`src/rtl/ysyx_22050612_lsu_pkg.sv`:
```
// ysyx_22050612_lsu_pkg: shared size/state encodings and lane-mask helpers for the LSU.
package ysyx_22050612_lsu_pkg;

    typedef enum logic [1:0] {SZ_B, SZ_H, SZ_W, SZ_D} size_e;
    typedef enum logic [1:0] {IDLE, REQ, WAIT, RESP} state_e;

    localparam logic [7:0] WMASK_B = 8'h01;
    localparam logic [7:0] WMASK_H = 8'h03;
    localparam logic [7:0] WMASK_W = 8'h0F;
    localparam logic [7:0] WMASK_D = 8'hFF;

    function automatic logic [7:0] base_wmask(input size_e sz);
        return sz == SZ_B ? WMASK_B : sz == SZ_H ? WMASK_H : sz == SZ_W ? WMASK_W : WMASK_D;
    endfunction

    // Address bits that must be zero for a naturally aligned access of this size.
    function automatic logic [2:0] low_mask(input size_e sz);
        return sz == SZ_B ? 3'd0 : sz == SZ_H ? 3'd1 : sz == SZ_W ? 3'd3 : 3'd7;
    endfunction

endpackage

```
`src/rtl/ysyx_22050612_lsu_align.sv`:
```
// ysyx_22050612_lsu_align: byte-lane placement of store data/strobes and load extract/extend.
// Offsets are forced to natural alignment; misaligned ops never reach here when trapping.
module ysyx_22050612_lsu_align
    import ysyx_22050612_lsu_pkg::*;
(
    input  size_e       i_size,
    input  logic        i_unsigned,
    input  logic [2:0]  i_off,
    input  logic [63:0] i_wdata,
    input  logic [63:0] i_rdata,
    output logic [63:0] o_wdata,
    output logic [7:0]  o_wmask,
    output logic [63:0] o_ldata
);
    logic [2:0]  w_off;
    logic [5:0]  w_sh;
    logic [63:0] w_raw;
    logic        w_sx;

    assign w_off   = i_off & ~low_mask(i_size);
    assign w_sh    = {w_off, 3'b000};
    assign o_wdata = i_wdata << w_sh;
    assign o_wmask = base_wmask(i_size) << w_off;
    assign w_raw   = i_rdata >> w_sh;
    assign w_sx    = ~i_unsigned;

    always_comb begin
        o_ldata = w_raw;
        o_ldata = i_size == SZ_B ? {{56{w_sx & w_raw[7]}},  w_raw[7:0]}  :
                  i_size == SZ_H ? {{48{w_sx & w_raw[15]}}, w_raw[15:0]} :
                  i_size == SZ_W ? {{32{w_sx & w_raw[31]}}, w_raw[31:0]} : w_raw;
    end

endmodule

```
`src/rtl/ysyx_22050612_lsu.sv`:
```
// ysyx_22050612_lsu: single-outstanding load/store unit with valid/ready bus handshake.
// Define LSU_MISALIGN_TRAP_EN to flag misaligned ops with resp_err instead of aligning them.
module ysyx_22050612_lsu
    import ysyx_22050612_lsu_pkg::*;
#(
    parameter int ADDR_W = 64,
    parameter int RIDX_W = 5
) (
    input  logic              clk,
    input  logic              rst_n,
    input  logic              req_valid,
    output logic              req_ready,
    input  logic              req_wen,
    input  logic [1:0]        req_size,
    input  logic              req_unsigned,
    input  logic [ADDR_W-1:0] req_addr,
    input  logic [63:0]       req_wdata,
    input  logic [RIDX_W-1:0] req_rd,
    output logic              mem_req_valid,
    input  logic              mem_req_ready,
    output logic              mem_req_wen,
    output logic [ADDR_W-1:0] mem_req_addr,
    output logic [63:0]       mem_req_wdata,
    output logic [7:0]        mem_req_wmask,
    input  logic              mem_rsp_valid,
    input  logic [63:0]       mem_rsp_rdata,
    output logic              resp_valid,
    output logic              resp_wen,
    output logic [RIDX_W-1:0] resp_rd,
    output logic [63:0]       resp_data,
    output logic              resp_err
);
    state_e              r_state, w_next;
    logic                r_wen, r_unsigned, r_err;
    size_e               r_size;
    logic [ADDR_W-1:0]   r_addr;
    logic [63:0]         r_wdata, r_data;
    logic [RIDX_W-1:0]   r_rd;
    logic                w_misalign;
    logic [63:0]         w_wdata, w_ldata;
    logic [7:0]          w_wmask;

`ifdef LSU_MISALIGN_TRAP_EN
    assign w_misalign = |(req_addr[2:0] & low_mask(size_e'(req_size)));
`else
    assign w_misalign = 1'b0;
`endif

    ysyx_22050612_lsu_align u_align (
        .i_size     (r_size),
        .i_unsigned (r_unsigned),
        .i_off      (r_addr[2:0]),
        .i_wdata    (r_wdata),
        .i_rdata    (mem_rsp_rdata),
        .o_wdata    (w_wdata),
        .o_wmask    (w_wmask),
        .o_ldata    (w_ldata)
    );

    always_ff @(posedge clk or negedge rst_n) begin
        if (!rst_n) begin
            r_state    <= IDLE;
            r_wen      <= 1'b0;
            r_size     <= SZ_B;
            r_unsigned <= 1'b0;
            r_addr     <= '0;
            r_wdata    <= '0;
            r_rd       <= '0;
            r_err      <= 1'b0;
            r_data     <= '0;
        end else begin
            r_state <= w_next;
            if (r_state == IDLE && req_valid) begin
                r_wen      <= req_wen;
                r_size     <= size_e'(req_size);
                r_unsigned <= req_unsigned;
                r_addr     <= req_addr;
                r_wdata    <= req_wdata;
                r_rd       <= req_rd;
                r_err      <= w_misalign;
                r_data     <= '0;
            end
            if (r_state == WAIT && mem_rsp_valid)
                r_data <= r_wen ? 64'd0 : w_ldata;
        end
    end

    always_comb begin
        w_next = r_state;
        unique case (r_state)
            IDLE: w_next = req_valid ? (w_misalign ? RESP : REQ) : IDLE;
            REQ:  w_next = mem_req_ready ? WAIT : REQ;
            WAIT: w_next = mem_rsp_valid ? RESP : WAIT;
            RESP: w_next = IDLE;
        endcase
    end

    assign req_ready     = r_state == IDLE;
    assign mem_req_valid = r_state == REQ;
    assign mem_req_wen   = r_wen;
    assign mem_req_addr  = {r_addr[ADDR_W-1:3], 3'b000};
    assign mem_req_wdata = w_wdata;
    assign mem_req_wmask = r_wen ? w_wmask : 8'h00;
    assign resp_valid    = r_state == RESP;
    assign resp_wen      = resp_valid & ~r_wen & (|r_rd) & ~r_err;
    assign resp_rd       = r_rd;
    assign resp_data     = r_data;
    assign resp_err      = resp_valid & r_err;

endmodule
```
`config.mk`:
```
export PLATFORM = sky130hd
export DESIGN_NAME = ysyx_22050612_lsu
export DESIGN_NICKNAME = d
export VERILOG_FILES = /design/src/rtl/ysyx_22050612_lsu_pkg.sv /design/src/rtl/ysyx_22050612_lsu_align.sv /design/src/rtl/ysyx_22050612_lsu.sv
export SDC_FILE = /design/constraint.sdc
export NUM_CORES = 1
export LEC_CHECK = 0
export BUFFER_PORTS_ARGS = -buffer_cell sky130_fd_sc_hd__buf_2
export CAP_MARGIN = 10
export CORE_MARGIN = 2
export CORE_UTILIZATION = 45
export DETAILED_ROUTE_END_ITERATION = 12
export PLACE_DENSITY = 0.74
export SYNTH_ARGS = -nofsm -noshare
export SYNTH_HDL_FRONTEND = slang
export SYNTH_SLANG_ARGS = --single-unit
```
`constraint.sdc`:
```
create_clock -name clk -period 2.4 [get_ports clk]
set_input_delay 0.36 -clock clk [delete_from_list [all_inputs] [get_ports clk]]
set_output_delay 0.36 -clock clk [all_outputs]
set_load 0.1 [all_outputs]
```
==> reports/metrics.cfg, run 1 <==
[floorplanning]
die_h_um = 164
die_x_um = 164
start_util_pct = 45.8
core-area_um2 = 25100
rows = 58
io_pins = 417
dieArea_um2 = 26800

[worst_setup_path]
required_ns = 2.04
cp.arrival_ns = 2.59
r2r_setup_slack_ns = -0.26
end_kind = output port
worstRegToRegCells = 11
start_kind = register
critical_path_class = reg -> out
r2r_start = r_size[0]
path_max_fanout = 8
r2r-end = resp_data[52]

[cts]
clockBufferDepth = 3
clk_pin_slew_ns = 0.06
cts_tree = yes
numCtsBuffers = 24
clkLatencyLatePin_ns = 0.54
root_buffer = clkbuf_16
cts_num_sinks = 203
htree_levels = 1

[grt]
grt_pass1_wl_um = 67200
antenna_found_initial = 11
grt_max_degree = 110
grt_pass1_vias = 11300
track_usage_pct = 33.0
grt_overflow_total = 0

[final_layout]
final.fill_count = 1623
regArea_um2 = 5090
areaGrowthSynthToFinish_pct = 61.3
drive_above_1_share_pct = 63.2
mostFrequentLayoutCell = buf_2
layout_common_cells = buf_2 (338), dfrtp_1 (196), nand2_1 (140)
final_util_pct = 73.8
num-nets-final = 1758
multi_input_area_um2 = 6950

[drt]
post-route-drc-count = 0
route.detailed.wl_per_inst_um = 25.6
num_vias = 11300
firstDrtPassIters = 6
viasPerCell = 5.90
drtIter0Drc = 1137
wirelength_um = 48800
antenna_left = 0

[place]
place_congestion = 0.949
portBuffers = 412
place_hpwl_um = 30700
dp_worst_setup_slack_ns = -0.181

[synthesis]
synthArstFlopShare_pct = 100
yosysSeqAreaShare_pct = 44.2
synth_area_um2 = 11500
synth_ff_type = dfrtp_1
post_synth_num_cell_types = 62
synth-seq-cells = 203
ys_warn_count = 0
syn_avg_cell_area_um2 = 10.5
synth-edff-count = 0
synth_cells = 1097

[hold_path]
min_from = req_addr[2]
hp-class = in -> reg
min_to = r_addr[2]
hold_depth = 3

[sta]
fmax_mhz = 339
clock_skew_ns = 0.0151
period_needed_ns = 2.95
hold_violations = 0
holdWs_ns = 0.0362
setup_ws_ns = -0.554
slew_headroom_pct = 48.9
tns_ns = -31.48
setup_viol = 118
slew_violations = 0
tightestPinTransition_ns = 0.763
fin_crit_sh_pct = 123
rsz0062_at_grt = true

[flow_run]
drv_cap = 0

[run_status]
violations = negative setup slack
status = finished, violations left

[synthesized netlist by cell type, types with 14 or more instances]
cell	instances	area (um^2)
nand2_1	148	556
mux4_2	16	360
dfrtp_1	203	5080
clkbuf_1	50	188
mux2i_1	71	711
mux2_2	135	1520
buf_4	71	533
nand3_1	14	70.1
and2_1	21	131
a21oi_1	27	135
a211oi_1	29	218
o21ai_0	58	290
a22o_1	16	140
nor2_1	67	251
[logic make-up after synthesis]
kind of cell,count (synthesis),share of synthesized area [%]
and+or+nand+nor,292,11.6
muxes,222,22.6
AOI/OAI and AO/OA,221,13.6
DFF,203,44.2
buffers and inverters,158,8.02
other,1,0.0326
[area by class of cell]
type / count / area share [%]
Clock buffer: 29 / 3.61
Multi-Input combinational cell: 742 / 37.5
Antenna cell: 6 / 0.0810
Sequential cell: 203 / 27.5
Tap cell: 330 / 2.23
Inverter: 6 / 0.122
Clock inverter: 15 / 1.38
Timing Repair Buffer: 575 / 27.6
[flip-flops by register name, indices dropped and copies added (netlist names), named ones only]
signal / flops
resp_data: 64
r_state: 1
r_size: 2
r_wdata: 64
r_addr: 64
mem_req_wen: 1
resp_rd: 5
r_unsigned: 1
[metal layers]
layer  wire (um)  GRT usage [%]
met5          82              0
met4        2770           14.7
met3        4900           9.65
met2       24300           57.4
met1       16700           37.6
[per-stage QoR]
| stage | cell area [um^2] | std cells |
|---|---|---|
| 2_1_floorplan | 12100 | 1100 |
| 3_3_place_gp | 15400 | 1762 |
| 3_5_place_dp | 15400 | 1762 |
| 4_1_cts | 17500 | 1855 |
| 5_1_grt | 18500 | 1902 |
| 6_report | 18500 | 1906 |
[critical path: stages, from the launching register on]
cell and delay [ns]:
dfrtp_2 0.44, nor3b_4 0.29, buf_12 0.20, buf_12 0.15, buf_12 0.13, nor2b_1 0.07, a211oi_1 0.26, a211o_1 0.23
o21ai_4 0.10, buf_12 0.17
[how the worst max path moves through the flow]
stage | end | cells past startpoint | slack [ns] | startpoint
floorplan | mem_req_wdata[62] | 8 | -0.21 | r_size[1]
global placement | resp_data[22] | 7 | -0.12 | r_size[0]
detailed placement | resp_data[17] | 7 | -0.18 | r_size[0]
CTS | mem_req_wdata[57] | 9 | -0.44 | r_size[1]
global route | mem_req_wdata[63] | 10 | -0.59 | r_size[1]
finish | mem_req_wdata[44] | 9 | -0.55 | r_size[1]
[timing repair]
item,in CTS,in global routing
endpoints found under the setup margin,107,128
gates resized for setup,140,145
setup buffers,38,50
pin swaps,32,59
hold buffers,1,0
cloned,10,7
endpoints found under the hold margin,66,0
Power of run 1 is left out: the tool's default activity adds up to more than one toggle a clock period on the data nets, which glitch-free logic cannot reach.
==> inputs of run 2 (changes only) <==
==> constraint.sdc (replaced) <==
create_clock -name clk -period 3.1 [get_ports clk]
set_input_delay 0.465 -clock clk [delete_from_list [all_inputs] [get_ports clk]]
set_output_delay 0.465 -clock clk [all_outputs]
set_load 0.1 [all_outputs]
==> run 2 against run 1 <==
Net effect:
- the flow finishes with violations (negative hold slack)
- worst hold slack got worse by 0.059 ns
- first-iteration DRC count decreased by 34%
- flip-flop and latch count unchanged
- worst setup slack improved by 0.59 ns
- utilization decreased by 13 points
- sequential share of layout area increased by 5.7 points
==> reports/metrics.cfg, run 2 (synthesized netlist as in run 1, its figures left out) <==
[run_status]
status = finished, violations left
violations = negative hold slack

[worst_setup_path]
cp_slowest_cell = dfrtp_2
required_ns = 2.63  ; +0.59 ns
cp.arrival_ns = 2.60  ; about the same
path_max_fanout = 15  ; +7
start_kind = register
slowest_delay_ns = 0.43  ; about the same
critical_path_class = reg -> out
cpMostUsedCell = mux2i_1
crit_buf_inv = 2  ; -2
path_delay_family = multiplexers
end_kind = output port
path_cells = nor3b_4, buf_12, mux2i_1, mux2i_1, and2_1, buf_2

[cts]
clockBufferDepth = 3  ; unchanged
cts_tree = yes
htree_levels = 1  ; unchanged
cts_hold_buf = 0  ; -1
root_buffer = clkbuf_16
numCtsBuffers = 23  ; -4.2%
cts_num_sinks = 203  ; unchanged
clkLatencyLatePin_ns = 0.52  ; -0.02 ns
clk_pin_slew_ns = 0.06  ; about the same

[grt]
antenna_found_initial = 9  ; -2
grt_max_degree = 73  ; -34%
grt_overflow_total = 0  ; unchanged
track_usage_pct = 29.4  ; -3.6 points
grt_pass1_wl_um = 60400  ; -10%
grt_pass1_vias = 10200  ; -9.2%

[floorplanning]
start_util_pct = 45.8  ; unchanged
rows = 58  ; unchanged
die_h_um = 164  ; unchanged
die_x_um = 164  ; unchanged
dieArea_um2 = 26800  ; unchanged
io_pins = 417  ; unchanged
core-area_um2 = 25100  ; unchanged

[sta]
fin_crit_sh_pct = 99.0
hold_violations = 33  ; +33
holdWs_ns = -0.0230  ; -0.0592 ns
tightestPinTransition_ns = 1.04  ; +0.272 ns
setup_ws_ns = 0.0320  ; +0.586 ns
period_needed_ns = 3.07
slew_violations = 0  ; unchanged
tns_ns = 0  ; +31.48 ns
clock_skew_ns = 0.0111  ; -0.00396 ns
rsz0062_at_grt = true
fmax_mhz = 326
setup_viol = 0  ; -100%
slew_headroom_pct = 30.4  ; -19 points

[final_layout]
design_area_um2 = 15300  ; -17%
layout_common_cells = buf_2 (357), dfrtp_1 (202), nand2_1 (147)
drive_above_1_share_pct = 51.0  ; -12 points
num-nets-final = 1629  ; -7.3%
areaGrowthSynthToFinish_pct = 33.3
mostFrequentLayoutCell = buf_2

[drt]
post-route-drc-count = 0  ; unchanged
route.detailed.wl_per_inst_um = 22.6  ; -12%
antenna_left = 0  ; unchanged
firstDrtPassIters = 5  ; -1
wirelength_um = 40000  ; -18%
drtIter0Drc = 756  ; -34%
num_vias = 10200  ; -9.7%
viasPerCell = 5.74  ; -2.9%

[place]
dp_worst_setup_slack_ns = 0.178  ; +0.359 ns
place_hpwl_um = 29700  ; -3.1%
place_congestion = 0.934  ; -1.6%
place_area_um2 = 14400  ; -6.5%
portBuffers = 412  ; unchanged

[flow_run]
drv_cap = 0  ; unchanged

[hold_path]
hp-class = in -> async

## run 2: cell types whose count changed in the layout (fill, tap and decap cells not counted), moves of 19 or more
cell | previous run | this run
and2_1 | 1 | 20
buf_12 | 94 | 56
buf_2 | 338 | 357
buf_4 | 88 | 24
buf_6 | 31 | 7
mux2i_1 | 38 | 66
mux2i_4 | 24 | 2
nor2_4 | 22 | 1
## run 2: cell type report
cell class | instances | area (um^2)
fillers | 2119 | 9800
multi-input cells | 739 | 5800
flip-flops and latches | 203 | 5080
repair buffers | 450 | 3260
clock buffers | 30 | 652
well taps | 330 | 413
clock inverters | 6 | 58.8
inverters | 6 | 22.5
diodes | 8 | 20.0
## run 2: worst paths after layout
path                               startpoint  depth (start not counted)                end  slack, ns
worst max register to register      r_size[1]                          8      resp_data[59]       0.27
worst max-delay path                r_size[1]                          6  mem_req_wdata[24]       0.03
max in group asynchronous               rst_n                          2         r_addr[60]       2.28
min in group clk                  req_addr[1]                          3          r_addr[1]       0.16
worst min-delay path                    rst_n                          1         r_addr[44]      -0.02
worst min register to register  resp_data[42]                          2      resp_data[42]       0.48
## run 2: per-layer routing
layer | global-route usage (%) | vias up | wire length [um]
li1 | - | 4506 | -
met3 | 7.53 | 84 | 3820
met5 | 0 | - | 31
met4 | 9.25 | 4 | 1240
met1 | 34.7 | 5015 | 14700
met2 | 52.4 | 555 | 20200
## run 2: per-stage QoR
| stage | util, % | instances |
|---|---|---|
| detailed placement | 57.3 | 1722 |
| finish | 61.0 | 1772 |
| CTS | 60.5 | 1760 |
| global placement | 57.3 | 1722 |
| floorplan | - | 1100 |
| global route | 60.9 | 1766 |
## run 2: worst reg2reg max path: cells and delay by family, from the launching register on
| kind | cells | cell delay, ns |
|---|---|---|
| buf+inv | 2 | 0.49 |
| flops | 1 | 0.43 |
| simple gates | 2 | 1.04 |
| compound gates | 4 | 0.80 |
## run 2: repair_timing
| item | in CTS | in global routing |
|---|---|---|
| setup buffers | 1 | 4 |
| gates resized for setup | 13 | 17 |
| setup endpoints to repair | 46 | 46 |
| pin swaps | 1 | 1 |
| gates cloned | 1 | 0 |
Power of run 2 is left out for the same reason.
==> inputs of run 3 (changes only) <==
--- a/config.mk
+++ b/config.mk
@@ -10,6 +10,7 @@
 export CORE_MARGIN = 2
 export CORE_UTILIZATION = 45
 export DETAILED_ROUTE_END_ITERATION = 12
+export HOLD_SLACK_MARGIN = 0.05
 export PLACE_DENSITY = 0.74
 export SYNTH_ARGS = -nofsm -noshare
 export SYNTH_HDL_FRONTEND = slang
==> constraint.sdc (replaced) <==
create_clock -name clk -period 3.1 [get_ports clk]
set_input_delay 0.465 -clock clk [delete_from_list [all_inputs] [get_ports clk]]
set_output_delay 0.465 -clock clk [all_outputs]
set_load 0.02 [all_outputs]
==> run 3 against run 2 <==
Net effect:
- the run now ends clean
- final area is 5.2% lower
- utilization is 3.2 points lower
- first-iteration DRC count up 3.2%
- highest routed layer unchanged
==> reports/metrics.cfg, run 3 (synthesized netlist as in run 1, its figures left out) <==
[run_status]
status = complete, no violations

[worst_setup_path]
r2r_setup_slack_ns = 0.37  ; +0.10 ns
path_max_fanout = 17  ; +2
critical_path_class = reg -> out
cp.arrival_ns = 2.55  ; -0.05 ns
start_kind = register
end_kind = output port
required_ns = 2.63  ; about the same

[cts]
root_buffer = clkbuf_16
htree_levels = 1  ; unchanged
numCtsBuffers = 24  ; +4.3%
clk_pin_slew_ns = 0.06  ; about the same
cts_tree = yes
clockBufferDepth = 3  ; unchanged
cts_num_sinks = 203  ; unchanged
clkLatencyLatePin_ns = 0.53  ; about the same

[floorplanning]
io_pins = 417  ; unchanged
die_x_um = 164  ; unchanged
core-area_um2 = 25100  ; unchanged
die_h_um = 164  ; unchanged
dieArea_um2 = 26800  ; unchanged
rows = 58  ; unchanged
start_util_pct = 45.8  ; unchanged

[place]
placed_cells = 1717  ; -0.29%
place_hpwl_um = 28100  ; -5.4%
place_congestion = 0.945  ; +1.2%
dp_worst_setup_slack_ns = 0.142  ; -0.0364 ns
portBuffers = 412  ; unchanged

[drt]
antenna_left = 0  ; unchanged
drtIter0Drc = 780  ; +3.2%
num_vias = 9979  ; -1.8%
viasPerCell = 5.59  ; -2.6%
route.detailed.wl_per_inst_um = 21.7  ; -3.8%
post-route-drc-count = 0  ; unchanged
firstDrtPassIters = 7  ; +2
wirelength_um = 38800  ; -3.0%

[grt]
track_usage_pct = 28.0  ; -1.5 points
grt_pass1_vias = 9797  ; -4.4%
grt_pass1_wl_um = 57300  ; -5.1%
antenna_found_initial = 11  ; +2
grt_overflow_total = 0  ; unchanged
grt_max_degree = 84  ; +15%

[sta]
hold_violations = 0  ; -100%
fin_crit_sh_pct = 97.3  ; -1.7 points
tightestPinTransition_ns = 1.13  ; +0.0959 ns
fmax_mhz = 332  ; +1.7%
rsz0062_at_grt = true
clock_skew_ns = 0.0194  ; +0.00824 ns
period_needed_ns = 3.02  ; -0.0523 ns
tns_ns = 0  ; unchanged
setup_viol = 0  ; unchanged
slew_headroom_pct = 24.6  ; -5.8 points
slew_violations = 0  ; unchanged
setup_ws_ns = 0.0843  ; +0.0523 ns

[flow_run]
drv_cap = 0  ; unchanged

[final_layout]
mostFrequentLayoutCell = buf_2
areaGrowthSynthToFinish_pct = 26.4
final_util_pct = 57.8  ; -3.2 points
num-nets-final = 1634  ; +0.31%
fin_cells = 1786  ; +0.79%
drive_above_1_share_pct = 48.1  ; -3.0 points
layout_common_cells = buf_2 (412), dfrtp_1 (201), nand2_1 (147)

[pwr]
power_mw = 19.8
power.density_nw_per_um2 = 1360
vdd.ir_drop.worst_v = 0.000989
p_leak_nw = 7.05

[hold_path]
hp-class = in -> reg

[run 3: cell types whose count changed in the layout (fill, tap and decap cells not counted), moves of 6 or more]
cell	before	now
nor2_1	49	66
o31ai_1	0	6
o21ai_2	26	10
nor2_2	17	1
buf_12	56	7
o21ai_0	41	58
buf_2	357	412
[run 3: final timing paths]
| kind | from | to | cells past startpoint |
|---|---|---|---|
| max in group asynchronous | rst_n | r_size[1] | 3 |
| setup reg to reg | r_size[0] | resp_data[35] | 8 |
| min in group asynchronous | rst_n | resp_data[24] | 2 |
| hold reg to reg | resp_data[54] | resp_data[54] | 2 |
| setup / recovery | r_size[0] | mem_req_wdata[26] | 7 |
| hold / removal | req_wdata[4] | r_wdata[4] | 2 |
[run 3: critical path, cell delays in order (launching register included)]
cell and delay, ns:
dfrtp_2 0.49, nor3b_4 0.30, buf_4 0.18, bufbuf_16 0.30, mux2i_1 0.26, mux2i_1 0.15
and2_1 0.20, buf_2 0.16
[run 3: stage by stage]
stage                     area (um^2)  hold WS [ns]
after floorplan                 11500         0.169
after global placement          13400         0.455
after detailed placement        13400         0.462
after CTS                       14400         0.150
after global routing            14500         0.161
final                           14500         0.162
[run 3: final cells by class]
type,count,area (um^2)
Fill cell,2194,10600
Multi-Input combinational cell,739,5550
Sequential cell,203,5080
Timing Repair Buffer,454,2530
Clock buffer,34,729
Tap cell,330,413
Clock inverter,10,164
Antenna cell,10,25.0
Inverter,6,22.5
[run 3: timing repair]
action,in CTS,in global routing
cloned,2,0
setup endpoints to repair,38,51
endpoints found under the hold margin,80,0
gates resized for setup,5,8
buffers inserted,3,8
pin swaps,1,1
hold buffers,1,0
[run 3: report_power, final]
part | internal [mW] | total, mW | switching, mW | leakage [nW]
clock network | 1.97 | 3.15 | 1.18 | 0.438
registers | 3.96 | 5.03 | 1.07 | 2.51
logic | 4.58 | 11.6 | 7.01 | 4.10
total | 10.5 | 19.8 | 9.25 | 7.05
[run 3: per-layer routing]
metal	GRT usage (%)	share of wire, %
met1	34.0	38
met3	6.24	8.9
met5	0	0.098
met2	47.9	49
met4	11.7	4.0
No activity file was read; power rests on OpenSTA's default activity.
